## config.mk

```make
export PLATFORM = sky130hd
export DESIGN_NAME = memory_stage_lsu
export DESIGN_NICKNAME = d
export VERILOG_FILES = /design/src/rtl/rv32_pkg.sv /design/src/rtl/lsu_align.sv /design/src/rtl/memory_stage_lsu.sv
export SDC_FILE = /design/constraint.sdc
export NUM_CORES = 1
export LEC_CHECK = 0
export BUFFER_PORTS_ARGS = -buffer_cell sky130_fd_sc_hd__buf_4
export CAP_MARGIN = 20
export CORE_MARGIN = 8
export CORE_UTILIZATION = 30
export DETAILED_ROUTE_END_ITERATION = 8
export GPL_ROUTABILITY_DRIVEN = 0
export PLACE_DENSITY = 0.57
export RECOVER_POWER = 50
export SKIP_CTS_REPAIR_TIMING = 1
export SYNTH_ARGS = -nofsm -noshare
export SYNTH_HDL_FRONTEND = slang
export SYNTH_HIERARCHICAL = 1
export SYNTH_SLANG_ARGS = --single-unit
```

## constraint.sdc

```tcl
create_clock -name clk -period 3.6 [get_ports clk]
set_input_delay 0.18 -clock clk [delete_from_list [all_inputs] [get_ports clk]]
set_output_delay 0.18 -clock clk [all_outputs]
set_load 0.03 [all_outputs]
```

## src/rtl/rv32_pkg.sv

```systemverilog
// Shared RV32I encodings and the LSU state type used by the MEM stage.
package rv32_pkg;

  localparam logic [2:0] F3_B  = 3'b000;
  localparam logic [2:0] F3_H  = 3'b001;
  localparam logic [2:0] F3_W  = 3'b010;
  localparam logic [2:0] F3_BU = 3'b100;
  localparam logic [2:0] F3_HU = 3'b101;

  localparam logic [31:0] NOP_INSTR = 32'h0000_0013;

  localparam logic [1:0] WB_SEL_ALU = 2'b00;
  localparam logic [1:0] WB_SEL_MEM = 2'b01;
  localparam logic [1:0] WB_SEL_PC4 = 2'b10;

  typedef enum logic [1:0] {
    LSU_IDLE,
    LSU_REQ,
    LSU_DONE
  } lsu_state_t;

  // Reserved encoding 2'b11 falls back to the ALU result.
  function automatic logic [31:0] wb_mux(input logic [1:0]  sel,
                                         input logic [31:0] alu,
                                         input logic [31:0] pc4,
                                         input logic [31:0] ld);
    case (sel)
      WB_SEL_MEM: return ld;
      WB_SEL_PC4: return pc4;
      default:    return alu;
    endcase
  endfunction

endpackage

```

## src/rtl/lsu_align.sv

```systemverilog
// Combinational byte-lane logic: store replication/strobes, misalignment check,
// and load lane select with sign/zero extension.
module lsu_align
  import rv32_pkg::*;
(
  input  logic [2:0]  st_funct3_i,
  input  logic [1:0]  st_addr_lo_i,
  input  logic [31:0] st_data_i,
  input  logic        is_store_i,
  output logic [31:0] st_wdata_o,
  output logic [3:0]  st_wstrb_o,
  output logic        misalign_o,
  input  logic [2:0]  ld_funct3_i,
  input  logic [1:0]  ld_addr_lo_i,
  input  logic [31:0] ld_rdata_i,
  output logic [31:0] ld_data_o
);

  logic is_byte;
  logic is_half;
  logic [7:0]  ld_byte;
  logic [15:0] ld_half;

  // BU/HU codes are only meaningful for loads; on a store they fall back to word.
  always_comb begin
    is_byte = (st_funct3_i == F3_B)  || (!is_store_i && (st_funct3_i == F3_BU));
    is_half = (st_funct3_i == F3_H)  || (!is_store_i && (st_funct3_i == F3_HU));
  end

  always_comb begin
    st_wdata_o = st_data_i;
    st_wstrb_o = '0;
    misalign_o = 1'b0;
    if (is_byte) begin
      st_wdata_o = {4{st_data_i[7:0]}};
      st_wstrb_o = 4'b0001 << st_addr_lo_i;
    end else if (is_half) begin
      st_wdata_o = {2{st_data_i[15:0]}};
      st_wstrb_o = st_addr_lo_i[1] ? 4'b1100 : 4'b0011;
      misalign_o = st_addr_lo_i[0];
    end else begin
      st_wstrb_o = '1;
      misalign_o = |st_addr_lo_i;
    end
    if (!is_store_i) st_wstrb_o = '0;
  end

  always_comb begin
    ld_byte = ld_rdata_i[{ld_addr_lo_i, 3'b000} +: 8];
    ld_half = ld_addr_lo_i[1] ? ld_rdata_i[31:16] : ld_rdata_i[15:0];
    case (ld_funct3_i)
      F3_B:    ld_data_o = {{24{ld_byte[7]}}, ld_byte};
      F3_BU:   ld_data_o = {24'h0, ld_byte};
      F3_H:    ld_data_o = {{16{ld_half[15]}}, ld_half};
      F3_HU:   ld_data_o = {16'h0, ld_half};
      default: ld_data_o = ld_rdata_i;
    endcase
  end

endmodule

```

## src/rtl/memory_stage_lsu.sv

```systemverilog
// RV32I MEM stage: non-memory ops pass straight through; loads/stores run a
// req/ack access with timeout, stalling upstream until the DONE cycle.
module memory_stage_lsu
  import rv32_pkg::*;
#(
  parameter int unsigned TIMEOUT = 255
) (
  input  logic        clk,
  input  logic        rst,
  input  logic        valid_in,
  input  logic [31:0] instruction_in,
  input  logic [31:0] alu_result_in,
  input  logic [31:0] store_data_in,
  input  logic [31:0] pc_in,
  input  logic        reg_write_in,
  input  logic        mem_read_in,
  input  logic        mem_write_in,
  input  logic [1:0]  wb_sel_in,
  output logic        stall_out,
  output logic        dmem_req,
  output logic        dmem_we,
  output logic [31:0] dmem_addr,
  output logic [31:0] dmem_wdata,
  output logic [3:0]  dmem_wstrb,
  input  logic        dmem_ack,
  input  logic [31:0] dmem_rdata,
  output logic        reg_write_out,
  output logic [31:0] rd_sel_mux_out,
  output logic [31:0] instruction_out,
  output logic        misalign_out,
  output logic        bus_err_out
);

  lsu_state_t  state_q, state_d;
  logic [7:0]  cnt_q;
  logic [31:0] instr_q, addr_q, pc_q, wdata_q, rdata_q;
  logic [3:0]  wstrb_q;
  logic [1:0]  wb_sel_q;
  logic        we_q, reg_write_q, err_q;

  logic        mem_op, misaligned, accept, last_wait;
  logic [31:0] st_wdata, ld_data;
  logic [3:0]  st_wstrb;

  lsu_align u_align (
    .st_funct3_i  (instruction_in[14:12]),
    .st_addr_lo_i (alu_result_in[1:0]),
    .st_data_i    (store_data_in),
    .is_store_i   (mem_write_in),
    .st_wdata_o   (st_wdata),
    .st_wstrb_o   (st_wstrb),
    .misalign_o   (misaligned),
    .ld_funct3_i  (instr_q[14:12]),
    .ld_addr_lo_i (addr_q[1:0]),
    .ld_rdata_i   (rdata_q),
    .ld_data_o    (ld_data)
  );

  always_comb begin
    mem_op    = valid_in && (mem_read_in || mem_write_in);
    accept    = (state_q == LSU_IDLE) && mem_op && !misaligned;
    last_wait = (state_q == LSU_REQ) && !dmem_ack && (cnt_q == 8'(TIMEOUT - 1));
  end

  always_ff @(posedge clk) begin
    if (!rst) state_q <= LSU_IDLE;
    else      state_q <= state_d;
  end

  always_comb begin
    state_d = state_q;
    case (state_q)
      LSU_IDLE: if (accept) state_d = LSU_REQ;
      LSU_REQ:  if (dmem_ack || last_wait) state_d = LSU_DONE;
      LSU_DONE: state_d = LSU_IDLE;
      default:  state_d = LSU_IDLE;
    endcase
  end

  always_ff @(posedge clk) begin
    if (!rst) begin
      cnt_q       <= '0;
      instr_q     <= '0;
      addr_q      <= '0;
      pc_q        <= '0;
      wdata_q     <= '0;
      rdata_q     <= '0;
      wstrb_q     <= '0;
      wb_sel_q    <= '0;
      we_q        <= 1'b0;
      reg_write_q <= 1'b0;
      err_q       <= 1'b0;
    end else if (accept) begin
      cnt_q       <= '0;
      instr_q     <= instruction_in;
      addr_q      <= alu_result_in;
      pc_q        <= pc_in;
      wdata_q     <= st_wdata;
      wstrb_q     <= st_wstrb;
      wb_sel_q    <= wb_sel_in;
      we_q        <= mem_write_in;
      reg_write_q <= reg_write_in;
      err_q       <= 1'b0;
    end else if (state_q == LSU_REQ) begin
      if (dmem_ack) begin
        rdata_q <= dmem_rdata;
      end else begin
        cnt_q <= cnt_q + 8'd1;
        if (last_wait) err_q <= 1'b1;
      end
    end
  end

  assign dmem_we    = we_q;
  assign dmem_addr  = {addr_q[31:2], 2'b00};
  assign dmem_wdata = wdata_q;
  assign dmem_wstrb = wstrb_q;

  // DONE holds a valid follower for one extra cycle so it is first examined in IDLE.
  always_comb begin
    stall_out       = 1'b0;
    dmem_req        = 1'b0;
    reg_write_out   = 1'b0;
    rd_sel_mux_out  = '0;
    instruction_out = NOP_INSTR;
    misalign_out    = 1'b0;
    bus_err_out     = 1'b0;
    if (rst) begin
      case (state_q)
        LSU_IDLE: begin
          if (mem_op) begin
            if (misaligned) begin
              misalign_out    = 1'b1;
              instruction_out = instruction_in;
            end else begin
              stall_out = 1'b1;
            end
          end else if (valid_in) begin
            reg_write_out   = reg_write_in;
            instruction_out = instruction_in;
            rd_sel_mux_out  = wb_mux(wb_sel_in, alu_result_in, pc_in + 32'd4, alu_result_in);
          end
        end
        LSU_REQ: begin
          dmem_req  = 1'b1;
          stall_out = 1'b1;
        end
        LSU_DONE: begin
          stall_out       = valid_in;
          instruction_out = instr_q;
          bus_err_out     = err_q;
          reg_write_out   = reg_write_q && !err_q;
          if (!err_q) rd_sel_mux_out = wb_mux(wb_sel_q, addr_q, pc_q + 32'd4, ld_data);
        end
        default: ;
      endcase
    end
  end

endmodule

```

==> results.md, run 1 <==
- Insertion delay to the later sink of the worst-skew pair: 0.44 ns
- Sum of negative setup slack: 0 ns
- Final hold viol count: 6
- Post-synthesis cell count: 1508
- Crit path buf inv count: 1
- Drt wl/cell: slightly below 20 um
- Hold endpoint: addr_q[21]
- Adder-cell share of the synthesized area: 0.00716
- Status: finished, violations left
- Die Ht: 203 um
- Die Area: ~41000 um^2
- Failing checks: negative hold slack, max-capacitance violations, max-slew violations
- Initial Util: 0.304
- Commonest cells after routing, fill and taps aside: 454 x nand2_1, 263 x buf_4, 206 x a21oi_1
- HPWL Detailed: 32400 um
- Post-Layout Inst Area: 13800 um^2
- Tightest Hold Check Type: primary input to register
- Sink Count: around 180
- VDD IR max: 0.338 mV
- Overall power: 5.08 mW
- Family with the most delay on the worst path: simple AND/OR/NAND/NOR gates
- # IOs: 307
- Port bufs: 304
- Synth Area in Compound Gates: 0.223
- Final cell count without fillers: 2244
- Final core occ: 0.402
- CP max stage delay: 0.51 ns
- Pre-CTS setup slack: approximately 0.89 ns
- Type of origin of the critical path: register
- Worst slew pin tran: 1.62 ns
- Die Wd: 203 um
- WHS: -0.00846 ns
- Syn_area_per_cell: a little under 7 um^2
- Root Buffer: clkbuf_16
- RR Startpoint: state_q[1]
- Post-synthesis simple-gate area fraction: 0.269
- Post-synth EDFFs: 0
- Vias per inst: 5.13
- Row cnt: 68
- Leak pwr: 5.22 nW
- Crit path top cell by count: or3b_2
- Share of cells above drive strength 1: 0.188
- FMAX: approximately 320 MHz
- Worst Setup Path Type: register to primary output
- Power Density: 367 nW/um^2
- Post-place instance area: 12900 um^2
- Total Routing Usage GR: 0.204
- Async S/R FF share, synth: 0
- Vias in the first global route: between 10000 and 15000
- Seq cells post-synth: 179
- Antenna violations before repair: 1
- Crit path setup slack, layout: 0.478 ns
- Setup-failing EPs final: 0
- Min-Delay Startpoint: alu_result_in[21]
- Worst hold path depth: 3
- DRT Pass-1 Iters: 5
- CTS Buffer Depth: 2
- Largest family of logic cells by synthesized area: simple AND/OR/NAND/NOR gates
- Worst EP required: 3.42 ns
- XOR/XNOR share of the synthesized area: 0.0459
- Critical Path AT: 2.94 ns
- Worst-path clk slew: about 0.070 ns
- RSZ-0062 raised after global routing: false
- Via count: 11519
- Normalized max-slew margin: -0.0801
- First-pass GRT wire length: 66300 um
- Placed cell count: 2151
- Synthesis Warnings: 6
- Synth cell types: 60
- Post-synthesis sequential area ratio: 0.342
- Core Box Area: between 30000 and 40000 um^2
- Max H-tree Level: 4
- Worst path cell trace: or3b_2 > nor2_1 > o21ai_0 > or3b_2 > o211ai_1 > buf_4
- Number of buffers created by CTS: 17
- Mux contribution to synthesized area: 0.0371
- Initial DRC count: approximately 930
- Area Growth Syn to Fin: 32.0%
- Final clock skew: slightly below 0.007 ns
- CP endpoint kind: primary output
- R2R Path End: dmem_wdata[6]
- Drt total wl: roughly 44000 um
- Largest net degree at the start of global routing: 105
- Cell Area, Synth: 10500 um^2
- Final period utilization: 0.867
- Filler cells: approximately 3700
- Most common cell after layout, fill and taps aside: nand2_1
- TritonCTS clock tree: done
- R2r worst-path depth: 5
- Slew Viols, Final: 33
- Max Cap Viol: 1
- CP max FO: 9
- Remaining DRCs: 0
- Post-route antenna net violation count: 0
- Gr ovfl total: 0
- Nets@finish: around 2000
- Primary FF master, synth: dfxtp_1
- Critical path's slowest cell: or3b_2
- Worst reg2reg setup slack: ~0.8 ns
- Tmin final: 3.12 ns
## area by class of cell
cell class | instances | area, um^2 | area share
diodes | 1 | 2.50 | 0.000181
clock buffers | 20 | 457 | 0.0330
clock inverters | 11 | 128 | 0.00922
inverters | 18 | 72.6 | 0.00524
multi-input cells | 1164 | 6130 | 0.443
flip-flops and latches | 179 | 3580 | 0.259
well taps | 455 | 569 | 0.0411
repair buffers | 396 | 2900 | 0.209
## registers in the layout, indices dropped and copies added, names as in the netlist, 2 cells and up
register,count
state_q,2
instr_q,32
cnt_q,8
dmem_wdata,32
rdata_q,32
dmem_wstrb,4
pc_q,32
addr_q,32
wb_sel_q,2
## layer usage
metal	track usage	routed length, um	vias up
met4	0.0554	905	0
li1	-	-	5637
met2	0.335	20700	458
met3	0.0711	4030	59
met5	0	0	-
met1	0.250	18200	5365
## worst max-delay path by stage
| stage | from | to | slack (ns) | cells past startpoint |
|---|---|---|---|---|
| finish | state_q[1] | rd_sel_mux_out[20] | 0.48 | 6 |
| global placement | mem_write_in | dmem_wdata[27] | 0.95 | 9 |
| CTS | state_q[1] | rd_sel_mux_out[20] | 0.49 | 6 |
| floorplan | state_q[1] | rd_sel_mux_out[28] | 1.15 | 5 |
| detailed placement | mem_write_in | dmem_wdata[6] | 0.89 | 9 |
| global route | state_q[0] | rd_sel_mux_out[19] | 0.31 | 7 |
## synthesized netlist by cell type (4+ instances only)
library cell | instances | area, um^2
buf_1 | 4 | 15.0
a22oi_1 | 46 | 345
and3_1 | 14 | 87.6
o21a_1 | 4 | 30.0
xnor2_1 | 33 | 289
nand2b_1 | 7 | 43.8
clkbuf_1 | 88 | 330
nand2_1 | 455 | 1710
buf_2 | 15 | 75.1
nor2_1 | 92 | 345
a211oi_1 | 6 | 45.0
nor2b_1 | 10 | 62.6
mux2_2 | 23 | 259
a221oi_1 | 11 | 96.3
nand4_1 | 18 | 113
a21oi_1 | 207 | 1040
o21ai_0 | 64 | 320
and2_1 | 5 | 31.3
ha_1 | 6 | 75.1
mux2i_1 | 13 | 130
inv_1 | 18 | 67.6
xor2_1 | 22 | 193
nor3_1 | 13 | 65.1
dfxtp_1 | 179 | 3580
nand3_1 | 29 | 145
buf_4 | 40 | 300
and4_1 | 5 | 43.8
o22ai_1 | 19 | 119
a221o_1 | 6 | 60.1
o211ai_1 | 10 | 75.1
## worst reg2reg max path: cells and delay by family, from the launching register on
kind | cells | cell delay (ns)
buf+inv | 1 | 1.09
simple gates | 3 | 1.03
flops | 1 | 0.38
compound gates | 1 | 0.20
## cell families after synthesis
logic type	after synthesis
simple gates	667
xor+xnor	55
compound gates	398
other cells	1
fa+ha+maj	6
buf+inv	166
mux	36
flops	179
## power breakdown
part	total, mW	switching (mW)	leakage (nW)	internal (mW)
logic	1.01	0.619	3.49	0.394
registers	2.13	0.0718	1.45	2.06
clock network	1.93	0.872	0.279	1.06
No activity file was read; power rests on OpenSTA's default activity.
==> inputs of run 2 (changes only) <==
--- a/config.mk
+++ b/config.mk
@@ -16,5 +16,4 @@
 export SKIP_CTS_REPAIR_TIMING = 1
 export SYNTH_ARGS = -nofsm -noshare
 export SYNTH_HDL_FRONTEND = slang
-export SYNTH_HIERARCHICAL = 1
 export SYNTH_SLANG_ARGS = --single-unit
==> run 2 against run 1 <==
The flow finishes with violations (negative hold slack). Clock skew about the same. Worst hold slack got worse by 0.0069 ns. Sequential share of layout area decreased by 0.48 points. Non-clock buffer count increased by 13. Total power increased by 1.8%.
==> results.md, run 2 <==
- Filler cells: 3774 (was 3727)
- Cell Area, Synth: 10600 um^2 (was 10500 um^2)
- Clock power share: 0.390 (was 0.381)
- VDD IR max: 0.345 mV (was 0.338 mV)
- Power Density: 366 nW/um^2 (was 367 nW/um^2)
- Antenna violations before repair: 2 (was 1)
- Post-synthesis cell count: 1424 (was 1508)
- Largest net degree at the start of global routing: 74 (was 105)
- Port bufs: 304 (unchanged)
- Worst-path clk slew: 0.07 ns (about the same)
- Area Growth Syn to Fin: 32.7% (was 32.0%)
- Setup-failing EPs final: 0 (unchanged)
- Row cnt: 69 (was 68)
- Initial DRC count: 1017 (was 925)
- Seq pwr share: 0.414 (was 0.420)
- Post-route antenna net violation count: 0 (unchanged)
- CTS Buffer Depth: 2 (unchanged)
- Insertion delay to the later sink of the worst-skew pair: 0.45 ns (was 0.44 ns)
- Storage cell area: 3580 um^2 (unchanged)
- Initial Util: 0.302 (was 0.304)
- Sum of negative setup slack: 0 ns (unchanged)
- Most common cell after layout, fill and taps aside: nand2_1 (unchanged)
- Sink Count: 179 (unchanged)
- Die Area: 41700 um^2 (was 41200 um^2)
- Die Ht: 204 um (was 203 um)
- Tightest Hold Check Type: primary input to register (unchanged)
- Tmin final: 3.36 ns (was 3.12 ns)
- Status: finished, violations left (unchanged)
- Failing checks: negative hold slack (was negative hold slack, max-capacitance violations, max-slew violations)
- CP max FO: 19 (was 9)
- Final clock skew: 0.00714 ns (was 0.00684 ns)
- Primary FF master, synth: dfxtp_1 (unchanged)
- Post-synthesis sequential area ratio: 0.337 (was 0.342)
- RSZ-0062 raised after global routing: false (unchanged)
- Final period utilization: 0.932 (was 0.867)
- Logic pwr share: 0.195 (was 0.199)
- Die Wd: 204 um (was 203 um)
- TritonCTS clock tree: done (unchanged)
- Remaining DRCs: 0 (unchanged)
- Cell accounting for the most synthesized area: dfxtp_1 (unchanged)
- Area occupied by multi-input gates: 6310 um^2 (was 6130 um^2)
- CP endpoint kind: primary output (unchanged)
- Via count: 11417 (was 11519)
- Vias in the first global route: 10579 (was 11256)
- Sw Ratio: 0.310 (was 0.308)
- Synth cell types: 63 (was 60)
- Critical Path AT: 3.18 ns (was 2.94 ns)
- Worst EP required: 3.42 ns (about the same)
- Syn_area_per_cell: 7.47 um^2 (was 6.95 um^2)
- Top post-synthesis cells by area: dfxtp_1 34%, nand2_1 13%, a21boi_1 7.0% (was dfxtp_1 34%, nand2_1 16%, a21oi_1 9.9%)
- Drt wl/cell: 20.1 um (was 19.5 um)
- Root Buffer: clkbuf_16 (unchanged)
- Placed cell count: 2080 (was 2151)
- # IOs: 307 (unchanged)
- Top cells by count, synth: 379 x nand2_1, 179 x dfxtp_1, 108 x nor2_1 (was 455 x nand2_1, 207 x a21oi_1, 179 x dfxtp_1)
- DRT Pass-1 Iters: 5 (unchanged)
- Max H-tree Level: 4 (unchanged)
- Vias per inst: 5.20 (was 5.13)
- First-pass GRT wire length: 64500 um (was 66300 um)
- Final hold viol count: 11 (was 6)
- Post-synth EDFFs: 0 (unchanged)
- Normalized max-slew margin: 0.0662 (was -0.0801)
- Final cell count without fillers: 2197 (was 2244)
- P_int: 3.57 mW (was 3.51 mW)
- Nets@finish: 1896 (was 1951)
- Core Box Area: 35200 um^2 (was 34500 um^2)
- Number of buffers created by CTS: 17 (unchanged)
- WHS: -0.0154 ns (was -0.00846 ns)
- Gr ovfl total: 0 (unchanged)
- FMAX: 298 MHz (was 320 MHz)
- Max Cap Viol: 0 (was 1)
- HPWL Detailed: 32900 um (was 32400 um)
- Type of origin of the critical path: register (unchanged)
- Post-synth top area share: 0.337 (was 0.342)
- Slew Viols, Final: 0 (was 33)
- Worst slew pin tran: 1.40 ns (was 1.62 ns)
- Share of cells above drive strength 1: 0.163 (was 0.188)
- Drt total wl: 44100 um (was 43800 um)
- Async S/R FF share, synth: 0 (unchanged)
- NetSw: 1.60 mW (was 1.56 mW)
- Commonest cells after routing, fill and taps aside: 378 x nand2_1, 230 x buf_4, 179 x dfxtp_1 (was 454 x nand2_1, 263 x buf_4, 206 x a21oi_1)
- Synthesis Warnings: 0 (was 6)
- Leak pwr: 5.32 nW (was 5.22 nW)
- Total Routing Usage GR: 0.200 (was 0.204)
- Count leader, synth: nand2_1 (unchanged)
- Seq cells post-synth: 179 (unchanged)
- Worst Setup Path Type: register to primary output (unchanged)
[run 2: cell count changes after synthesis, sizes merged, moves of 7 or more]
cell    change
nand2      -76
clkbuf     -13
a21oi     -166
nor2       +16
a21boi    +141
a22oi      -17
nand2b     +10
xor2        +9
o21ai      -18
and3        -7
a311oi     +15
o211ai     +15
mux2       -19
[run 2: metal layers]
layer | global-route usage | wire [um] | up-vias
li1 | - | - | 5499
met1 | 0.267 | 19400 | 5436
met2 | 0.304 | 20300 | 426
met3 | 0.0474 | 3130 | 56
met4 | 0.0833 | 1260 | 0
met5 | 0 | 0 | -
[run 2: per-stage QoR]
stage	instance area (um^2)	worst slack, ns	total power, mW	hold slack, ns	util
2_1_floorplan	10600	1.23	2.73	0.315	-
3_3_place_gp	13000	0.832	3.15	0.436	0.369
3_5_place_dp	13000	0.794	3.16	0.446	0.369
4_1_cts	13600	0.289	5.17	-0.0486	0.386
5_1_grt	14100	0.104	5.37	0.000388	0.400
6_report	14100	0.243	5.17	-0.0154	0.400
[run 2: worst max-delay path: stages (launching register included)]
cell,delay (ns)
dfxtp_1,0.85
mux2i_1,0.22
a2bb2oi_1,0.20
a21oi_1,0.43
a21o_1,0.46
o221ai_1,0.21
o211ai_1,0.15
buf_4,0.19
[run 2: path summary, 6_finish.rpt]
path,startpoint,to,slack (ns),depth (start not counted)
hold / removal,instruction_in[21],instr_q[21],-0.02,3
setup / recovery,addr_q[1],rd_sel_mux_out[23],0.24,7
hold reg to reg,instr_q[28],instr_q[28],0.46,2
setup reg to reg,state_q[1],pc_q[27],0.68,6
[run 2: cell type report]
type,count,share of cell area
flip-flops and latches,179,0.254
well taps,461,0.0409
inverters,17,0.00452
multi-input cells,1097,0.448
diodes,2,0.000355
repair buffers,409,0.209
clock buffers,18,0.0304
clock inverters,14,0.0126
[run 2: power groups by stage]
stage          Sequential, mW  Combinational [mW]  Clock (mW)
2_1_floorplan            2.20               0.527           0
3_3_place_gp             2.18               0.967           0
3_5_place_dp             2.19               0.972           0
4_1_cts                  2.14               0.974        2.06
5_1_grt                  2.15                1.09        2.13
6_report                 2.14                1.01        2.02
[run 2: cells by family (layout without fill, tap and decap cells)]
family,count (synthesis),count (layout),synth area share
other,1,4,0.000353
AO/OA/AOI/OAI,384,384,0.258
AND/OR/NAND/NOR,626,626,0.257
flip-flops,179,179,0.337
multiplexers,19,19,0.0187
adder cells (fa/ha/maj),6,6,0.00706
buffers and inverters,149,458,0.0722
XOR/XNOR,60,60,0.0494
